File: config.mk
export PLATFORM = sky130hd
export DESIGN_NAME = sram_arbiter
export DESIGN_NICKNAME = d
export VERILOG_FILES = /design/src/rtl/sram_arbiter.sv
export SDC_FILE = /design/constraint.sdc
export NUM_CORES = 1
export LEC_CHECK = 0
export CORE_AREA = 10 10 99 101
export DETAILED_ROUTE_END_ITERATION = 10
export DIE_AREA = 0 0 109 111
export GPL_TIMING_DRIVEN = 0
export PLACE_DENSITY = 0.86
export SYNTH_ARGS = -nofsm -noshare
export SYNTH_HDL_FRONTEND = slang
export SYNTH_SLANG_ARGS = --single-unit
File: constraint.sdc
create_clock -name clk -period 2.7 [get_ports clk]
set_clock_uncertainty 0.1 [all_clocks]
set_input_delay 0.27 -clock clk [delete_from_list [all_inputs] [get_ports clk]]
set_output_delay 0.27 -clock clk [all_outputs]
set_load 0.05 [all_outputs]
File: src/rtl/sram_arbiter.sv
// Two-port (fetch / load-store) arbiter onto one single-cycle SRAM.
// Data side has priority unless the fetch side has starved STARVE_MAX cycles.
module sram_arbiter #(
    parameter int ADDR_W     = 32,
    parameter int STARVE_MAX = 4
) (
    input  logic              clk,
    input  logic              resetn,
    input  logic              inst_req,
    input  logic [ADDR_W-1:0] inst_addr,
    output logic              inst_addr_ok,
    output logic              inst_data_ok,
    output logic [31:0]       inst_rdata,
    input  logic              data_req,
    input  logic              data_wr,
    input  logic [3:0]        data_wstrb,
    input  logic [ADDR_W-1:0] data_addr,
    input  logic [31:0]       data_wdata,
    output logic              data_addr_ok,
    output logic              data_data_ok,
    output logic [31:0]       data_rdata,
    output logic              sram_en,
    output logic [3:0]        sram_wen,
    output logic [ADDR_W-1:0] sram_addr,
    output logic [31:0]       sram_wdata,
    input  logic [31:0]       sram_rdata
);

    localparam int SW = $clog2(STARVE_MAX + 1);

    typedef enum logic [1:0] {
        RS_NONE,
        RS_INST,
        RS_DATA
    } resp_e;

    resp_e         resp_q, resp_d;
    logic          store_q, store_d;
    logic [SW-1:0] starve_q, starve_d;
    logic          grant_inst, grant_data;
    logic          starved;

    assign starved = (starve_q == SW'(STARVE_MAX));

    // Gated by resetn so nothing is accepted while reset is held.
    always_comb begin
        grant_inst = resetn && inst_req && (!data_req || starved);
        grant_data = resetn && data_req && !grant_inst;
    end

    always_comb begin
        resp_d   = RS_NONE;
        store_d  = 1'b0;
        starve_d = '0;
        if (grant_inst) begin
            resp_d = RS_INST;
        end else if (grant_data) begin
            resp_d  = RS_DATA;
            store_d = data_wr;
        end
        if (inst_req && !grant_inst) begin
            starve_d = starved ? starve_q : starve_q + 1'b1;
        end
    end

    always_ff @(posedge clk or negedge resetn) begin
        if (!resetn) begin
            resp_q   <= RS_NONE;
            store_q  <= 1'b0;
            starve_q <= '0;
        end else begin
            resp_q   <= resp_d;
            store_q  <= store_d;
            starve_q <= starve_d;
        end
    end

    always_comb begin
        inst_addr_ok = grant_inst;
        data_addr_ok = grant_data;
        sram_en      = grant_inst || grant_data;
        sram_wen     = (grant_data && data_wr) ? data_wstrb : 4'b0000;
        sram_wdata   = sram_en ? data_wdata : 32'h0;
        sram_addr    = '0;
        if (grant_inst) begin
            sram_addr = inst_addr;
        end else if (grant_data) begin
            sram_addr = data_addr;
        end
    end

    always_comb begin
        inst_data_ok = (resp_q == RS_INST);
        data_data_ok = (resp_q == RS_DATA);
        inst_rdata   = inst_data_ok ? sram_rdata : 32'h0;
        data_rdata   = (data_data_ok && !store_q) ? sram_rdata : 32'h0;
    end

endmodule

# Word-level counts from Yosys, hierarchy flattened
# Cells that the tools add are included.
# word_totals
ff_bits,6
latch_bits,0
ramBits,0
rom_bits,0
input_bits,137
mem_count,0
# op_classes
add_sub_neg,1
n_mul,0
div_mod_pow,0
order_cmp,0
n_eq_ne,4
shift,0
muxes,12
n_bitwise,0
reduce_logical,12
# op_table
cell,n
32-bit 2-to-1 mux,5
1-bit logical AND,7
3-bit 2-to-1 mux,2
2-bit 2-to-1 mux,2
4-bit 2-to-1 mux,1
"3-bit by 1-bit adder with 3-bit output, second input constant",1
"3-bit == test, second input constant",1
1-bit zero test,3
"2-bit by 1-bit == test with 1-bit output, second input constant",1
"2-bit == test, second input constant",1
1-bit logical OR,2
1-bit 2-to-1 mux,2
"2-bit inequality test, second input constant",1

# Depth between registers and ports, before layout
# Gate-level depths: netlist (run 1).
# depth
word_depth,7
depth_mapped,7

# Least setup slack after synthesis (run 1)
# OpenSTA, ideal clock, no wires.
# synth_timing
kind,register -> output
start,register resp_q[0]
end,output data_rdata[10]
t_arrival_ps,2008
required_time_ps,2330
setup_slack_ps,322
path_stages_with_launch,5
cell_sequence,dfrtp_1 > nor2b_1 > and2b_1 > clkbuf_1 > and2_1
# synth_via
elab_chain_cells,3
# synth_rtl
item,line,source
"start, declared",37,"resp_e resp_q, resp_d;"
"start signal, assigned",72,resp_q <= resp_d;
2-bit == test,94,data_data_ok = (resp_q == RS_DATA);
net data_data_ok,20,"output logic data_data_ok,"
1-bit logical AND,96,data_rdata = (data_data_ok && !store_q) ? sram_rdata : 32'h0;
32-bit 2-to-1 mux,96,
"end, declared",21,"output logic [31:0] data_rdata,"
# The timed path passes the listed nets, and every way through them passes these cells.

# Final worst setup path (run 1)
# layout_timing
start,input data_req
end,output sram_wdata[0]
# layout_via
elab_chain_cells,7
# layout_rtl
item,line,source
"start, declared",14,"input logic data_req,"
1-bit zero test,47,grant_inst = resetn && inst_req && (!data_req || starved);
1-bit logical OR,47,
1-bit logical AND,47,
1-bit zero test,48,grant_data = resetn && data_req && !grant_inst;
1-bit logical AND,48,
1-bit logical OR *,81,sram_en = grant_inst || grant_data;
32-bit 2-to-1 mux *,83,sram_wdata = sram_en ? data_wdata : 32'h0;
"end, declared",25,"output logic [31:0] sram_wdata,"
# Every way passes the cells marked *; elsewhere a longest branch is shown, timed or not.

==> insert_results.sql, run 1 <==
INSERT INTO impl_metrics (metric_group, metric, value, unit) VALUES
('drt', 'post_drt_wl_per_cell', '18.3', 'µm'),
('setup_path', 'setup.worst_path.start_class', 'input port', ''),
('synthesis', 'post_synthesis_cell_area', '1340', 'µm²'),
('setup_path', 'critPathKind', 'in -> out', ''),
('placed_design', 'portBuffers', '273', ''),
('sta', 'grt_setup_unrepaired', 'no', ''),
('synthesis', 'synth_top_cell_area_share', '45.2', '%'),
('pwr', 'power_frac_seq', '9.3', '%'),
('global_route', 'grt_pass1_vias', '2511', ''),
('final_layout', 'filler_cell_count', '708', ''),
('sta', 'timing.final.crit_period', '2570', 'ps'),
('sta', 'timing.setup.tns', '0', 'ps'),
('placed_design', 'final_weighted_congestion_in_routability_driven_placement', '0.843', ''),
('global_route', 'grt_start_max_net_pins', '12', ''),
('global_route', 'antenna_violations_before_repair', '0', ''),
('clock_tree', 'clock_insertion_delay_worst_skew', '220', 'ps'),
('final_layout', 'multi_input_comb_area', '1070', 'µm²'),
('sta', 'fin_hold_ws', '480', 'ps'),
('floorplanning', 'core.rowCount', '33', ''),
('synthesis', 'avgSynthCellArea', '7.42', 'µm²'),
('floorplanning', 'floorplan.core_area', '7970', 'µm²'),
('final_layout', 'final_area', '4410', 'µm²'),
('drt', 'route.antenna.remaining_nets', '0', ''),
('sta', 'report.final.hold_viol_count', '0', ''),
('sta', 'slew_headroom', '61.8', '%'),
('placed_design', 'postPlaceCellArea', '4210', 'µm²'),
('drt', 'via_count', '2391', ''),
('clock_tree', 'cts_sinks', '6', ''),
('pwr', 'power.share.clock', '12.4', '%'),
('drt', 'vias_per_cell', '4.24', ''),
('placed_design', 'dpl.hpwl', '9.22', 'mm'),
('sta', 'count_of_final_max_slew_check_failures', '0', ''),
('final_layout', 'insertedDiodeCount', '0', ''),
('setup_path', 'crit_fanout', '6', ''),
('final_layout', 'post_route_cells_drive_above_1_share', '12.0', '%'),
('final_layout', 'final_net_count', '600', ''),
('sta', 'final_ws_setup', '134', 'ps'),
('pwr', 'internal-power', '549', 'µW'),
('placed_design', 'worst_setup_slack_post_dpl', '-581', 'ps'),
('floorplanning', 'dieWidth', '109', 'µm'),
('clock_tree', 'htreeDepth', '1', ''),
('setup_path', 'critical_path_rt', '2330', 'ps'),
('sta', 'finalCritPeriodShare', '95.0', '%'),
('synthesis', 'synth_area_leaders', 'sky130_fd_sc_hd__and2_1 45%, sky130_fd_sc_hd__a22o_1 19%, sky130_fd_sc_hd__dfrtp_1 11%', ''),
('pwr', 'power_leakage', '0.00283', 'µW'),
('drt', 'detail_route.drc_violations', '0', ''),
('global_route', 'groute.usage.overall', '14.7', '%'),
('pwr', 'power.switching', '509', 'µW'),
('global_route', 'global_route_wire_length_before_repair', '14.2', 'mm'),
('sta', 'setup-violations-final', '0', ''),
('final_layout', 'area_growth_syn_to_layout', '228', '%'),
('floorplanning', 'die-height', '111', 'µm'),
('clock_tree', 'clk_transition_reported_paths', '30', 'ps'),
('sta', 'timing_worst_slew_pin_value', '572', 'ps'),
('setup_path', 'cp-end-kind', 'output pin', ''),
('synthesis', 'synth_sequential_area_ratio', '11.2', '%'),
('hold_path', 'hold_path_class', 'in -> reg', ''),
('synthesis', 'total_of_flip_flops_plus_latches_after_synthesis', '6', ''),
('outcome', 'run_status', 'finished, final reports clean', ''),
('pwr', 'ir_drop', '0.115', 'mV'),
('pwr', 'netSwitchingFraction', '48.1', '%'),
('global_route', 'globalRouteOverflowTotal', '0', ''),
('drt', 'firstDrtPassIters', '4', ''),
('drt', 'routed_wl', '10.3', 'mm'),
('floorplanning', 'die_area', '12100', 'µm²'),
('clock_tree', 'root_buffer_cell', 'sky130_fd_sc_hd__clkbuf_8', ''),
('synthesis', 'yosys_warning_total', '0', ''),
('floorplanning', 'design.portCount', '274', ''),
('clock_tree', 'cts_tree', 'yes', ''),
('synthesis', 'synth_fp_nets', '320', ''),
('final_layout', 'sequential_cell_area_in_the_final_layout', '150', 'µm²'),
('floorplanning', 'floorplan.initialDensity', '16.9', '%'),
('clock_tree', 'cts_buffer_depth', '2', ''),
('pwr', 'power-per-cell-area', '240', 'nW/µm²'),
('pwr', 'share_comb_of_total_power', '78.3', '%'),
('drt', 'violation_count_after_the_first_detailed_routing_iteration', '53', ''),
('sta', 'achievable_clock_frequency', '0.390', 'GHz'),
('synthesis', 'yosysUniqueCellTypes', '24', ''),
('setup_path', 'worstPathArrival', '2200', 'ps'),
('synthesis', 'synth_top_area_cell', 'sky130_fd_sc_hd__and2_1', ''),
('synthesis', 'postSynthCellCount', '181', ''),
('flow_run', 'max_cap_violations', '0', ''),
('clock_tree', 'tritoncts.num_buffers', '3', '');
[stage by stage]
stage               instances  power [µW]  util, %
floorplan                 181         549        -
global placement          559         952     52.8
detailed placement        559         962     52.8
CTS                       564        1070     53.7
global route              564        1110     55.3
finish                    564        1060     55.3
[routing by layer]
| layer | wire length (µm) | vias up | track usage (%) |
|---|---|---|---|
| met4 | 68 | 0 | 2.20 |
| li1 | - | 1171 | - |
| met5 | 0 | - | 0 |
| met1 | 3790 | 1043 | 13.2 |
| met3 | 1180 | 4 | 6.63 |
| met2 | 5300 | 173 | 28.9 |
[registers in the layout (all words and copies together) (netlist names)]
name and flops:
resp_q 2, starve_q 3, store_q 1
[critical path: stages]
cell and delay [ps]:
sky130_fd_sc_hd__clkdlybuf4s50_1 620, sky130_fd_sc_hd__nor2_1 70, sky130_fd_sc_hd__nor2_1 260, sky130_fd_sc_hd__and2_1 170, sky130_fd_sc_hd__clkdlybuf4s50_1 810
[cell families (layout without fill, tap and decap cells)]
kind of cell	Yosys count	count (layout)	synth area share, %
and+or+nand+nor	114	114	52.3
AOI/OAI and AO/OA	39	39	25.5
buffers and inverters	20	298	9.12
DFF	6	6	11.2
adders and majority gates	2	2	1.86
[final timing paths]
kind | from | to | slack (ps) | cells after the start
setup / recovery | data_req | sram_wdata[0] | 130 | 5
hold / removal | resetn | starve_q[0]$_DFFE_PN0P_ | 480 | 3
setup reg to reg | starve_q[0]$_DFFE_PN0P_ | store_q$_DFF_PN0_ | 1070 | 6
hold reg to reg | starve_q[0]$_DFFE_PN0P_ | starve_q[0]$_DFFE_PN0P_ | 520 | 3
max in group asynchronous | resetn | starve_q[1]$_DFFE_PN0P_ | 1700 | 2
min in group asynchronous | resetn | starve_q[0]$_DFFE_PN0P_ | 590 | 2
[placed cells by master, fill, tap and decap left out]
cell type,instances
sky130_fd_sc_hd__clkbuf_2,6
sky130_fd_sc_hd__o211a_1,1
sky130_fd_sc_hd__o21ai_0,1
sky130_fd_sc_hd__and2_1,97
sky130_fd_sc_hd__clkbuf_8,3
sky130_fd_sc_hd__a31oi_1,1
sky130_fd_sc_hd__nor3_1,1
sky130_fd_sc_hd__dlygate4sd2_1,22
sky130_fd_sc_hd__nand2_2,1
sky130_fd_sc_hd__clkdlybuf4s15_2,30
sky130_fd_sc_hd__a211oi_4,1
sky130_fd_sc_hd__and2b_1,1
sky130_fd_sc_hd__nor2_1,3
sky130_fd_sc_hd__a21oi_1,2
sky130_fd_sc_hd__buf_2,2
sky130_fd_sc_hd__nand2_1,1
sky130_fd_sc_hd__inv_1,4
sky130_fd_sc_hd__o211ai_1,1
sky130_fd_sc_hd__clkdlybuf4s15_1,11
sky130_fd_sc_hd__dlymetal6s2s_1,60
sky130_fd_sc_hd__ha_1,2
sky130_fd_sc_hd__a22o_2,3
sky130_fd_sc_hd__dfrtp_1,6
sky130_fd_sc_hd__clkdlybuf4s50_1,144
sky130_fd_sc_hd__a22o_1,29
sky130_fd_sc_hd__and3_1,4
sky130_fd_sc_hd__clkbuf_1,8
sky130_fd_sc_hd__nor2b_1,2
sky130_fd_sc_hd__buf_12,1
sky130_fd_sc_hd__dlygate4sd3_1,1
sky130_fd_sc_hd__or3_2,2
sky130_fd_sc_hd__nand3_1,2
sky130_fd_sc_hd__buf_6,6
[power by group through the flow]
| stage | sequential [µW] | clock (µW) | combinational (µW) |
|---|---|---|---|
| 5_1_grt | 99.4 | 138 | 869 |
| 6_report | 98.6 | 131 | 829 |
| 4_1_cts | 98.7 | 134 | 840 |
| 3_5_place_dp | 99.8 | 0 | 862 |
| 2_1_floorplan | 99.0 | 0 | 450 |
| 3_3_place_gp | 99.4 | 0 | 853 |
[synthesized netlist by cell type, drive strengths merged]
library cell  instances
nand3                 2
nor2b                 2
nand2                 2
and2b                 1
o211ai                1
a31oi                 1
a211oi                1
or3                   2
dfrtp                 6
buf                   8
o21ai                 1
ha                    2
nor2                  3
nor3                  1
a22o                 32
a21oi                 2
inv                   4
and3                  4
and2                 97
o211a                 1
clkbuf                8
[repair_timing]
action                     CTS  global route
pin swaps                    1             0
resized for setup          136            76
hold buffers                 1             0
setup buffers                1             0
cloned                       0             0
setup endpoints to repair   71            75
hold endpoints to repair     6             0
[layout make-up]
class                           count  area share (%)
Timing Repair Buffer              275            65.6
Buffer                             16            2.44
Tap cell                          105            2.98
Multi-Input combinational cell    155            24.3
Clock buffer                        3           0.936
Inverter                            4           0.341
Sequential cell                     6            3.41
Power figures use the tool's default switching activity.
==> run 2, diff against run 1 <==
CTS_CLUSTER_DIAMETER = 120   (was not set)
HOLD_SLACK_MARGIN = 0.1   (was not set)
==> results of run 2 <==
The final DEF is identical to that of run 1; final timing and power are the same.
==> run 3, diff against run 2 <==
GPL_ROUTABILITY_DRIVEN = 0   (was not set)
==> results of run 3 <==
The final DEF is identical to that of run 1; final timing and power are the same.
